--- src/rtl/param_buf_pkg.sv ---
// Shared types and default sizes for the ping-pong parameter buffer.
package param_buf_pkg;

  typedef enum logic [1:0] {EMPTY, FILLING, READY, IN_USE} bank_state_t;

  localparam int unsigned DEF_DATA_W    = 32;
  localparam int unsigned DEF_DEPTH     = 16;
  localparam int unsigned DEF_NUM_BANKS = 2;

  function automatic logic bank_is_epu(input bank_state_t s);
    return (s == READY) || (s == IN_USE);
  endfunction

endpackage

--- src/rtl/param_buf_pingpong_bank.sv ---
// One single-port parameter bank; the port is granted to the host or the EPU by the bank state.
module param_bank
  import param_buf_pkg::*;
#(
  parameter int unsigned DATA_W = DEF_DATA_W,
  parameter int unsigned DEPTH  = DEF_DEPTH,
  parameter int unsigned ADDR_W = $clog2(DEPTH)
) (
  input  logic              clk,
  input  logic              rst,
  input  bank_state_t       state,
  input  logic              host_we_i,
  input  logic [ADDR_W-1:0] host_addr_i,
  input  logic [DATA_W-1:0] host_wdata_i,
  input  logic              epu_cs_i,
  input  logic              epu_oe_i,
  input  logic              epu_we_i,
  input  logic [ADDR_W-1:0] epu_addr_i,
  input  logic [DATA_W-1:0] epu_wdata_i,
  input  logic              rb_re_i,
  input  logic [ADDR_W-1:0] rb_addr_i,
  output logic [DATA_W-1:0] epu_rdata_o,
  output logic [DATA_W-1:0] rb_rdata_o
);

  logic [DATA_W-1:0] mem [DEPTH];
  logic              cs, we, epu_rd, rb_rd;
  logic [ADDR_W-1:0] addr;
  logic [DATA_W-1:0] wdata;

  always_comb begin
    cs     = 1'b0;
    we     = 1'b0;
    epu_rd = 1'b0;
    rb_rd  = 1'b0;
    addr   = '0;
    wdata  = '0;
    unique case (state)
      FILLING: begin
        cs    = host_we_i;
        we    = 1'b1;
        addr  = host_addr_i;
        wdata = host_wdata_i;
      end
      READY, IN_USE: begin
        // EPU always wins the port; readback only uses idle cycles
        if (epu_cs_i) begin
          cs     = 1'b1;
          we     = epu_we_i;
          addr   = epu_addr_i;
          wdata  = epu_wdata_i;
          epu_rd = epu_oe_i & ~epu_we_i;
        end else if (rb_re_i) begin
          cs    = 1'b1;
          addr  = rb_addr_i;
          rb_rd = 1'b1;
        end
      end
      EMPTY: ;
    endcase
  end

  always_ff @(posedge clk) begin
    if (cs && we) mem[addr] <= wdata;
  end

  always_ff @(posedge clk) begin
    if (rst) begin
      epu_rdata_o <= '0;
      rb_rdata_o  <= '0;
    end else begin
      if (epu_rd) epu_rdata_o <= mem[addr];
      if (rb_rd)  rb_rdata_o  <= mem[addr];
    end
  end

endmodule

--- src/rtl/param_buf_pingpong.sv ---
// Multi-bank parameter buffer: host fills banks in FIFO order while the EPU consumes earlier ones.
// Optional host readback of the last completed bank is enabled by defining PARAM_READBACK_EN.
module param_buf_pingpong
  import param_buf_pkg::*;
#(
  parameter int unsigned DATA_W    = DEF_DATA_W,
  parameter int unsigned DEPTH     = DEF_DEPTH,
  parameter int unsigned NUM_BANKS = DEF_NUM_BANKS,
  localparam int unsigned ADDR_W   = $clog2(DEPTH),
  localparam int unsigned BID_W    = (NUM_BANKS > 1) ? $clog2(NUM_BANKS) : 1
) (
  input  logic              clk,
  input  logic              rst,
  input  logic              enb_i,
  input  logic              host_start_i,
  input  logic              host_we_i,
  input  logic [ADDR_W-1:0] host_addr_i,
  input  logic [DATA_W-1:0] host_wdata_i,
  input  logic              host_done_i,
  output logic              host_free_o,
  output logic [BID_W-1:0]  host_bank_o,
  output logic              host_err_o,
  input  logic              host_re_i,
  output logic              rvalid_o,
  output logic [DATA_W-1:0] rdata_o,
  input  logic              epu_cs_i,
  input  logic              epu_oe_i,
  input  logic              epu_we_i,
  input  logic [ADDR_W-1:0] epu_addr_i,
  input  logic [DATA_W-1:0] epu_wdata_i,
  output logic [DATA_W-1:0] epu_rdata_o,
  output logic              epu_valid_o,
  output logic [BID_W-1:0]  epu_bank_o,
  input  logic              epu_release_i
);

  function automatic logic [BID_W-1:0] ptr_inc(input logic [BID_W-1:0] p);
    return (p == BID_W'(NUM_BANKS - 1)) ? '0 : p + 1'b1;
  endfunction

  function automatic logic [BID_W-1:0] ptr_dec(input logic [BID_W-1:0] p);
    return (p == '0) ? BID_W'(NUM_BANKS - 1) : p - 1'b1;
  endfunction

  bank_state_t st_q [NUM_BANKS];
  bank_state_t st_d [NUM_BANKS];
  logic [BID_W-1:0] wr_ptr_q, wr_ptr_d, rd_ptr_q, rd_ptr_d;
  logic err_q, err_d;
  logic start_ok, wr_ok, done_ok, rel_ok, epu_act, host_err, rb_err;
  bank_state_t wr_st, rd_st;

  logic [NUM_BANKS-1:0][DATA_W-1:0] bank_epu_rdata, bank_rb_rdata;
  logic [NUM_BANKS-1:0]             bank_rb_re;
  logic [ADDR_W-1:0]                rb_addr;

  assign wr_st       = st_q[wr_ptr_q];
  assign rd_st       = st_q[rd_ptr_q];
  assign host_free_o = (wr_st == EMPTY);
  assign epu_valid_o = bank_is_epu(rd_st);
  assign host_bank_o = wr_ptr_q;
  assign epu_bank_o  = rd_ptr_q;
  assign host_err_o  = err_q;
  assign epu_rdata_o = epu_valid_o ? bank_epu_rdata[rd_ptr_q] : '0;

  assign epu_act  = epu_cs_i & epu_valid_o;
  assign start_ok = enb_i & host_start_i & ~host_done_i & host_free_o;
  assign wr_ok    = enb_i & host_we_i & (wr_st == FILLING);
  assign done_ok  = enb_i & host_done_i & (wr_st == FILLING);
  assign rel_ok   = enb_i & epu_release_i & epu_valid_o;
  // A start alongside done is always rejected, even if the fill closes cleanly
  assign host_err = enb_i & ((host_start_i & (host_done_i | ~host_free_o)) |
                             ((host_we_i | host_done_i) & (wr_st != FILLING)));

  always_comb begin
    st_d     = st_q;
    wr_ptr_d = wr_ptr_q;
    rd_ptr_d = rd_ptr_q;
    err_d    = host_err | rb_err;
    if (start_ok) st_d[wr_ptr_q] = FILLING;
    if (done_ok) begin
      st_d[wr_ptr_q] = READY;
      wr_ptr_d       = ptr_inc(wr_ptr_q);
    end
    if (epu_act && rd_st == READY) st_d[rd_ptr_q] = IN_USE;
    if (rel_ok) begin
      st_d[rd_ptr_q] = EMPTY;
      rd_ptr_d       = ptr_inc(rd_ptr_q);
    end
  end

  always_ff @(posedge clk) begin
    if (rst) begin
      for (int i = 0; i < NUM_BANKS; i++) st_q[i] <= EMPTY;
      wr_ptr_q <= '0;
      rd_ptr_q <= '0;
      err_q    <= 1'b0;
    end else begin
      st_q     <= st_d;
      wr_ptr_q <= wr_ptr_d;
      rd_ptr_q <= rd_ptr_d;
      err_q    <= err_d;
    end
  end

`ifdef PARAM_READBACK_EN
  logic              pend_q, rvalid_q, rb_zero_q;
  logic [BID_W-1:0]  pend_bank_q, rb_bank_q, req_bank;
  logic [ADDR_W-1:0] pend_addr_q;
  logic              req, req_ok, conflict, rb_go;

  // A deferred request targets a bank the EPU has since claimed, so IN_USE is still valid
  always_comb begin
    req      = pend_q | host_re_i;
    req_bank = pend_q ? pend_bank_q : ptr_dec(wr_ptr_q);
    rb_addr  = pend_q ? pend_addr_q : host_addr_i;
    req_ok   = pend_q ? bank_is_epu(st_q[req_bank]) : (st_q[req_bank] == READY);
    conflict = epu_act & (rd_ptr_q == req_bank);
    rb_go    = req & req_ok & ~conflict;
    rb_err   = req & ~req_ok;
    for (int i = 0; i < NUM_BANKS; i++) bank_rb_re[i] = rb_go & (req_bank == BID_W'(i));
  end

  always_ff @(posedge clk) begin
    if (rst) begin
      pend_q      <= 1'b0;
      pend_bank_q <= '0;
      pend_addr_q <= '0;
      rvalid_q    <= 1'b0;
      rb_zero_q   <= 1'b0;
      rb_bank_q   <= '0;
    end else begin
      pend_q      <= req & req_ok & conflict;
      pend_bank_q <= req_bank;
      pend_addr_q <= rb_addr;
      rvalid_q    <= rb_go | rb_err;
      rb_zero_q   <= rb_err;
      rb_bank_q   <= req_bank;
    end
  end

  assign rvalid_o = rvalid_q;
  assign rdata_o  = (rvalid_q && !rb_zero_q) ? bank_rb_rdata[rb_bank_q] : '0;
`else
  logic unused_rb;
  assign unused_rb  = host_re_i ^ (^bank_rb_rdata);
  assign bank_rb_re = '0;
  assign rb_addr    = '0;
  assign rb_err     = 1'b0;
  assign rvalid_o   = 1'b0;
  assign rdata_o    = '0;
`endif

  for (genvar b = 0; b < NUM_BANKS; b++) begin : g_bank
    param_bank #(
      .DATA_W (DATA_W),
      .DEPTH  (DEPTH),
      .ADDR_W (ADDR_W)
    ) u_bank (
      .clk          (clk),
      .rst          (rst),
      .state        (st_q[b]),
      .host_we_i    (wr_ok & (wr_ptr_q == BID_W'(b))),
      .host_addr_i  (host_addr_i),
      .host_wdata_i (host_wdata_i),
      .epu_cs_i     (epu_act & (rd_ptr_q == BID_W'(b))),
      .epu_oe_i     (epu_oe_i),
      .epu_we_i     (epu_we_i),
      .epu_addr_i   (epu_addr_i),
      .epu_wdata_i  (epu_wdata_i),
      .rb_re_i      (bank_rb_re[b]),
      .rb_addr_i    (rb_addr),
      .epu_rdata_o  (bank_epu_rdata[b]),
      .rb_rdata_o   (bank_rb_rdata[b])
    );
  end

endmodule

--- config.mk ---
export PLATFORM = sky130hd
export DESIGN_NAME = param_buf_pingpong
export DESIGN_NICKNAME = d
export VERILOG_FILES = /design/src/rtl/param_buf_pkg.sv /design/src/rtl/param_buf_pingpong_bank.sv /design/src/rtl/param_buf_pingpong.sv
export SDC_FILE = /design/constraint.sdc
export NUM_CORES = 1
export LEC_CHECK = 0
export ABC_CLOCK_PERIOD_IN_PS = 4430
export CORE_ASPECT_RATIO = 2
export CORE_MARGIN = 3
export CORE_UTILIZATION = 42
export DETAILED_ROUTE_END_ITERATION = 16
export GPL_ROUTABILITY_DRIVEN = 1
export GPL_TIMING_DRIVEN = 0
export PLACE_DENSITY_LB_ADDON = 0.1
export SYNTH_ARGS = -nofsm -noshare
export SYNTH_HDL_FRONTEND = slang
export SYNTH_HIERARCHICAL = 1
export SYNTH_SLANG_ARGS = --single-unit
--- constraint.sdc ---
create_clock -name clk -period 4.43 [get_ports clk]
set_input_delay 0.886 -clock clk [delete_from_list [all_inputs] [get_ports clk]]
set_output_delay 0.886 -clock clk [all_outputs]
set_load 0.02 [all_outputs]
==> reports/results.ini, run 1 <==
[critical_path]
reg2reg_slack_ns=0.12
crit_path_end_kind=flop
arrival_ns=4.70
setup.worst_path.end=g_bank[1].u_bank/mem[7][11]
rr_worst_depth=8
cp-start-kind=flop
worstPathRequired_ns=4.82
worstReg2RegEnd=g_bank[1].u_bank/mem[7][11]
crit_start=epu_bank_o
path_class=flop to flop
cp_max_fo=18
reg2reg_from=epu_bank_o

[power_and_ir_drop]
power_frac_seq_pct=54.8
p_per_area_nw_per_um2=399
p_switching_mw=4.18
p_comb_share_pct=2.9
ir_worst_vdd_mv=0.253
sw_frac_of_total_pct=20.5
leakage_nw=19.8
internal_power_mw=16.2
clock_power_share_pct=42.2

[timing]
fin_skew_ns=0.0241
slew_violations=0
hold_violations=0
tightest_slew_ns=1.22
maxSlewHeadroom_pct=19.0
max_freq_ghz=0.232
period_needed_ns=4.31
setup_viol=0
fin_tns_setup_ns=0
min_period_over_period_pct=97.3
rsz0062_at_grt=false
timing.hold.ws_ns=0.455

[flow_run]
cap_violations=0

[drt]
drt_iter0_drc=2125
wl_per_cell_um=32.0
firstDrtPassIters=7
ant_nets=0
viasPerCell=5.89
wl_um=141000
via_count=26000
drc=0

[global_route]
grt_pass1_vias=26900
grt_pass1_wl_um=195000
overflow=0
grt_antenna_before_repair=3
grt_max_degree=23
grt_use_total_pct=25.8

[yosys]
syn_area_um2=43800
syn_inst=2680
avgSynthCellArea_um2=16.3
yosysWarnings=6

[placed_design]
place_congestion=0.846
port_buffers=117
hpwl_um=99100

[clocking]
cts_buffers=94
h-tree-depth=3
cts_root_buf=clkbuf_16
cts.path.max_buffers=3
clkTransAtPathRegs_ns=0.07
clock_latency_ns=0.71
cts_sinks=1095
hold_buffers=0
cts_tree=built

[die]
dieHeight_um=463
rows=166
fp.dieArea_um2=108000
die_x_um=234
io_pins=153
core_um2=103000
initial_core_util_pct=42.6

[min_path]
min_from=enb_i
hold_path_class=primary input to flop

[outcome]
outcome=completed

[cells_and_area]
fillers=8663
drive_above_1_share_pct=11.6
synthToLayoutAreaGrowth_pct=16.7
ff_latch_area_um2=32200
multi_input_area_um2=10800
finalNetCount=3073

-- power groups by stage --
stage               logic (mW)  registers (mW)  clock network (mW)
finish                   0.599            11.2                8.62
global placement         0.581            11.4                   0
detailed placement       0.591            11.4                   0
CTS                      0.594            11.2                8.77
global route             0.626            11.2                9.10
floorplan                0.305            11.4                   0
-- worst min path at each step --
stage | end | depth (start not counted)
global placement | g_bank[1].u_bank/epu_rdata_o[1] | 2
global route | host_err_o | 3
finish | host_err_o | 3
CTS | host_err_o | 3
floorplan | g_bank[0].u_bank/epu_rdata_o[0] | 2
detailed placement | g_bank[1].u_bank/epu_rdata_o[0] | 2
-- registers in the layout, indices dropped and copies added (netlist names) --
signal	flops
epu_bank_o	1
g_bank.u_bank/mem	1024
host_err_o	1
host_bank_o	1
g_bank.u_bank/epu_rdata_o	64
st_q	4
-- worst max-delay path: stages, from the launching register on --
cell      delay, ns
dfxtp_1        0.33
buf_4          0.30
and3_1         0.40
and2_1         0.18
clkbuf_1       0.86
a22oi_1        0.26
or3_1          0.58
nor2_4         0.74
buf_12         0.30
-- timing repair --
action | in CTS | in global routing
endpoints found under the setup margin | 1 | 29
gates resized for setup | 1 | 0
pin swaps | 0 | 2
buffers inserted | 0 | 4
-- cell usage in the layout, fill, tap and decap left out, types with 13 or more instances in the layout --
master,instances
edfxtp_1,1024
mux2i_1,480
nor2_1,165
o22ai_1,128
clkdlybuf4s50_1,117
clkbuf_1,107
clkbuf_16,99
dfxtp_1,71
nand2_1,70
o32ai_1,65
a22o_1,64
a21oi_1,64
a221oi_1,64
buf_4,61
conb_1,61
o21a_1,59
or4_1,58
buf_2,40
nor2_4,32
buf_12,27
buf_6,23
clkinv_2,15
nand3_1,13
-- per-stage QoR --
| step | power [mW] | utilization (%) | setup slack [ns] | cells | instance area (um^2) |
|---|---|---|---|---|---|
| floorplan | 11.7 | - | 0.160 | 2740 | 44000 |
| global placement | 12.0 | 45.6 | -3.02 | 4201 | 46900 |
| detailed placement | 12.0 | 46.5 | -0.597 | 4234 | 47800 |
| CTS | 20.5 | 49.6 | 0.163 | 4409 | 51000 |
| global route | 20.9 | 49.7 | 0.00200 | 4414 | 51100 |
| finish | 20.4 | 49.7 | 0.121 | 4415 | 51100 |
-- per-layer routing --
metal	wire length (um)	global-route usage [%]	part of all wire, %	up-vias
li1	-	-	-	11200
met1	49100	28.5	35	13400
met2	75100	47.2	53	1110
met3	8460	3.91	6.0	341
met4	8450	13.4	6.0	4
met5	20	0	0.014	-
-- layout make-up --
cell class / count / area share (%)
Buffer: 221 / 2.50
Inverter: 3 / 0.0220
Clock inverter: 52 / 1.09
Tap cell: 1344 / 3.29
Clock buffer: 123 / 5.18
Multi-Input combinational cell: 1421 / 21.1
Antenna cell: 2 / 0.00979
Timing Repair Buffer: 154 / 3.81
Sequential cell: 1095 / 63.0
Power figures use the tool's default switching activity.
==> inputs of run 2 (changes only) <==
--- a/config.mk
+++ b/config.mk
@@ -9,6 +9,7 @@
 export CORE_ASPECT_RATIO = 2
 export CORE_MARGIN = 3
 export CORE_UTILIZATION = 42
+export CTS_BUF_LIST = sky130_fd_sc_hd__clkbuf_4
 export DETAILED_ROUTE_END_ITERATION = 16
 export GPL_ROUTABILITY_DRIVEN = 1
 export GPL_TIMING_DRIVEN = 0
==> reports/results.ini, run 2 (synthesis gave the netlist of run 1 again) <==
[cells_and_area]
finalNetCount=3209  ; +4.4%
top_register=g_bank.u_bank/mem
layout_commonest_cell=edfxtp_1
fin_cells=4672  ; +5.8%
drive_above_1_share_pct=17.7  ; +6.0 points
largestRegisters=g_bank.u_bank/mem: 1024 flops, g_bank.u_bank/epu_rdata_o: 64 flops, st_q: 4 flops
final_cell_area_um2=50900  ; -0.32%
final_cell_mix=1,024 x edfxtp_1, 480 x mux2i_1, 352 x clkbuf_4
largest_reg_flops=1024  ; unchanged
synthToLayoutAreaGrowth_pct=16.3

[critical_path]
arrival_ns=5.21  ; +0.51 ns
crit_path_end_kind=flop
reg2reg_from=epu_bank_o
worstPathRequired_ns=5.31  ; +0.49 ns
worstReg2RegEnd=g_bank[1].u_bank/mem[7][8]
rr_worst_depth=11  ; +3
crit_start=epu_bank_o
path_class=flop to flop
reg2reg_slack_ns=0.1  ; -0.02 ns
cp-start-kind=flop
cp_max_fo=18  ; unchanged

[global_route]
grt_max_degree=23  ; unchanged
grt_pass1_wl_um=197000  ; +1.1%
grt_antenna_before_repair=6  ; +3
overflow=0  ; unchanged
grt_pass1_vias=28200  ; +5.0%
grt_use_total_pct=26.1  ; +0.29 points

[clocking]
clock_latency_ns=1.21  ; +0.50 ns
cts.path.max_buffers=3  ; unchanged
h-tree-depth=4  ; +1
cts_buffers=231  ; +150%
cts_root_buf=clkbuf_4
cts_tree=built
clkTransAtPathRegs_ns=0.07  ; about the same
cts_sinks=1095  ; unchanged

[timing]
slew_violations=0  ; unchanged
setup_viol=0  ; unchanged
min_period_over_period_pct=97.8  ; +0.55 points
layout_setup_ws_ns=0.0968  ; -0.0245 ns
maxSlewHeadroom_pct=17.0  ; -2.0 points
hold_violations=0  ; unchanged
period_needed_ns=4.33  ; +0.0245 ns
fin_tns_setup_ns=0  ; unchanged
fin_skew_ns=0.0438  ; +0.0196 ns
tightest_slew_ns=1.25  ; +0.0301 ns
max_freq_ghz=0.231  ; -0.57%

[placed_design]
placed_area_um2=47800  ; unchanged
hpwl_um=99100  ; unchanged
place_congestion=0.846  ; unchanged
port_buffers=117  ; unchanged
place_ws_ns=-0.597  ; unchanged
dp_cells=4234  ; unchanged

[die]
io_pins=153  ; unchanged
fp.dieArea_um2=108000  ; unchanged
rows=166  ; unchanged
initial_core_util_pct=42.6  ; unchanged
dieHeight_um=463  ; unchanged
core_um2=103000  ; unchanged
die_x_um=234  ; unchanged

[drt]
firstDrtPassIters=5  ; -2
drc=0  ; unchanged
wl_um=143000  ; +0.98%
wl_per_cell_um=30.5  ; -4.6%
drt_iter0_drc=2027  ; -4.6%
viasPerCell=5.79  ; -1.7%
ant_nets=0  ; unchanged
via_count=27100  ; +4.0%

[power_and_ir_drop]
ir_worst_vdd_mv=0.264  ; +4.5%
leakage_nw=20.0  ; +1.3%
p_per_area_nw_per_um2=381  ; -4.5%

[flow_run]
cap_violations=0  ; unchanged

[min_path]
min_path_cells=3  ; unchanged
min_from=host_we_i
hold_path_class=primary input to flop
min_to=host_err_o

[outcome]
outcome=completed

run 2: cell count changes in the layout (fill, tap and decap cells not counted), moves of 9 or more:
cell       before  now
clkbuf_4        1  352
clkbuf_16      99    0
clkinv_1        9   49
clkbuf_1      107   91
diode_2         2   11
run 2: repair_timing:
action                                  4_1_cts  5_1_grt
hold endpoints to repair                      6        0
endpoints found under the setup margin       32        0
gates resized for setup                       9        0
hold buffers                                  1        0
setup buffers                                 2        0
run 2: per-layer routing:
metal	global-route usage (%)	wire length, um
met1	27.6	48100
met2	47.6	76400
met3	5.49	9310
met4	14.5	8690
met5	0	23
run 2: report_power, final:
group / switching, mW / internal (mW) / total (mW)
registers: 0.00296 / 11.2 / 11.2
logic: 0.389 / 0.214 / 0.602
clock network: 3.84 / 3.79 / 7.63
total: 4.23 / 15.2 / 19.4
run 2: stage by stage:
stage	util (%)	hold slack, ns	total power, mW
after floorplan	-	0.477	11.7
after global routing	49.5	0.350	20.1
after detailed placement	46.5	0.501	12.0
after global placement	45.6	0.495	12.0
final	49.5	0.389	19.4
after CTS	49.5	0.292	19.6
run 2: layout make-up:
cell class / count / area, um^2
clock inverters: 72 / 365
well taps: 1344 / 1680
flip-flops and latches: 1095 / 32200
repair buffers: 153 / 1930
inverters: 3 / 11.3
multi-input cells: 1421 / 10800
clock buffers: 352 / 2640
plain buffers: 221 / 1280
diodes: 11 / 27.5
fillers: 8856 / 51900
run 2: how the worst max path moves through the flow:
| stage | end | slack, ns | cells past startpoint |
|---|---|---|---|
| 4_1_cts | epu_rdata_o[17] | 0.04 | 7 |
| 2_1_floorplan | g_bank[1].u_bank/mem[3][0] | 0.16 | 9 |
| 6_report | g_bank[1].u_bank/mem[7][8] | 0.1 | 11 |
| 3_3_place_gp | g_bank[1].u_bank/mem[11][11] | -3.02 | 10 |
| 5_1_grt | epu_rdata_o[12] | -0.006 | 7 |
| 3_5_place_dp | g_bank[0].u_bank/epu_rdata_o[12] | -0.60 | 10 |
run 2: critical path: stages, from the launching register on:
cell	delay [ns]
dfxtp_1	0.33
buf_4	0.31
and3_1	0.40
nand3_1	0.17
and3_1	0.21
buf_6	0.14
buf_6	0.15
buf_2	0.28
buf_2	0.30
or3_1	0.59
nor2_4	0.75
buf_12	0.29
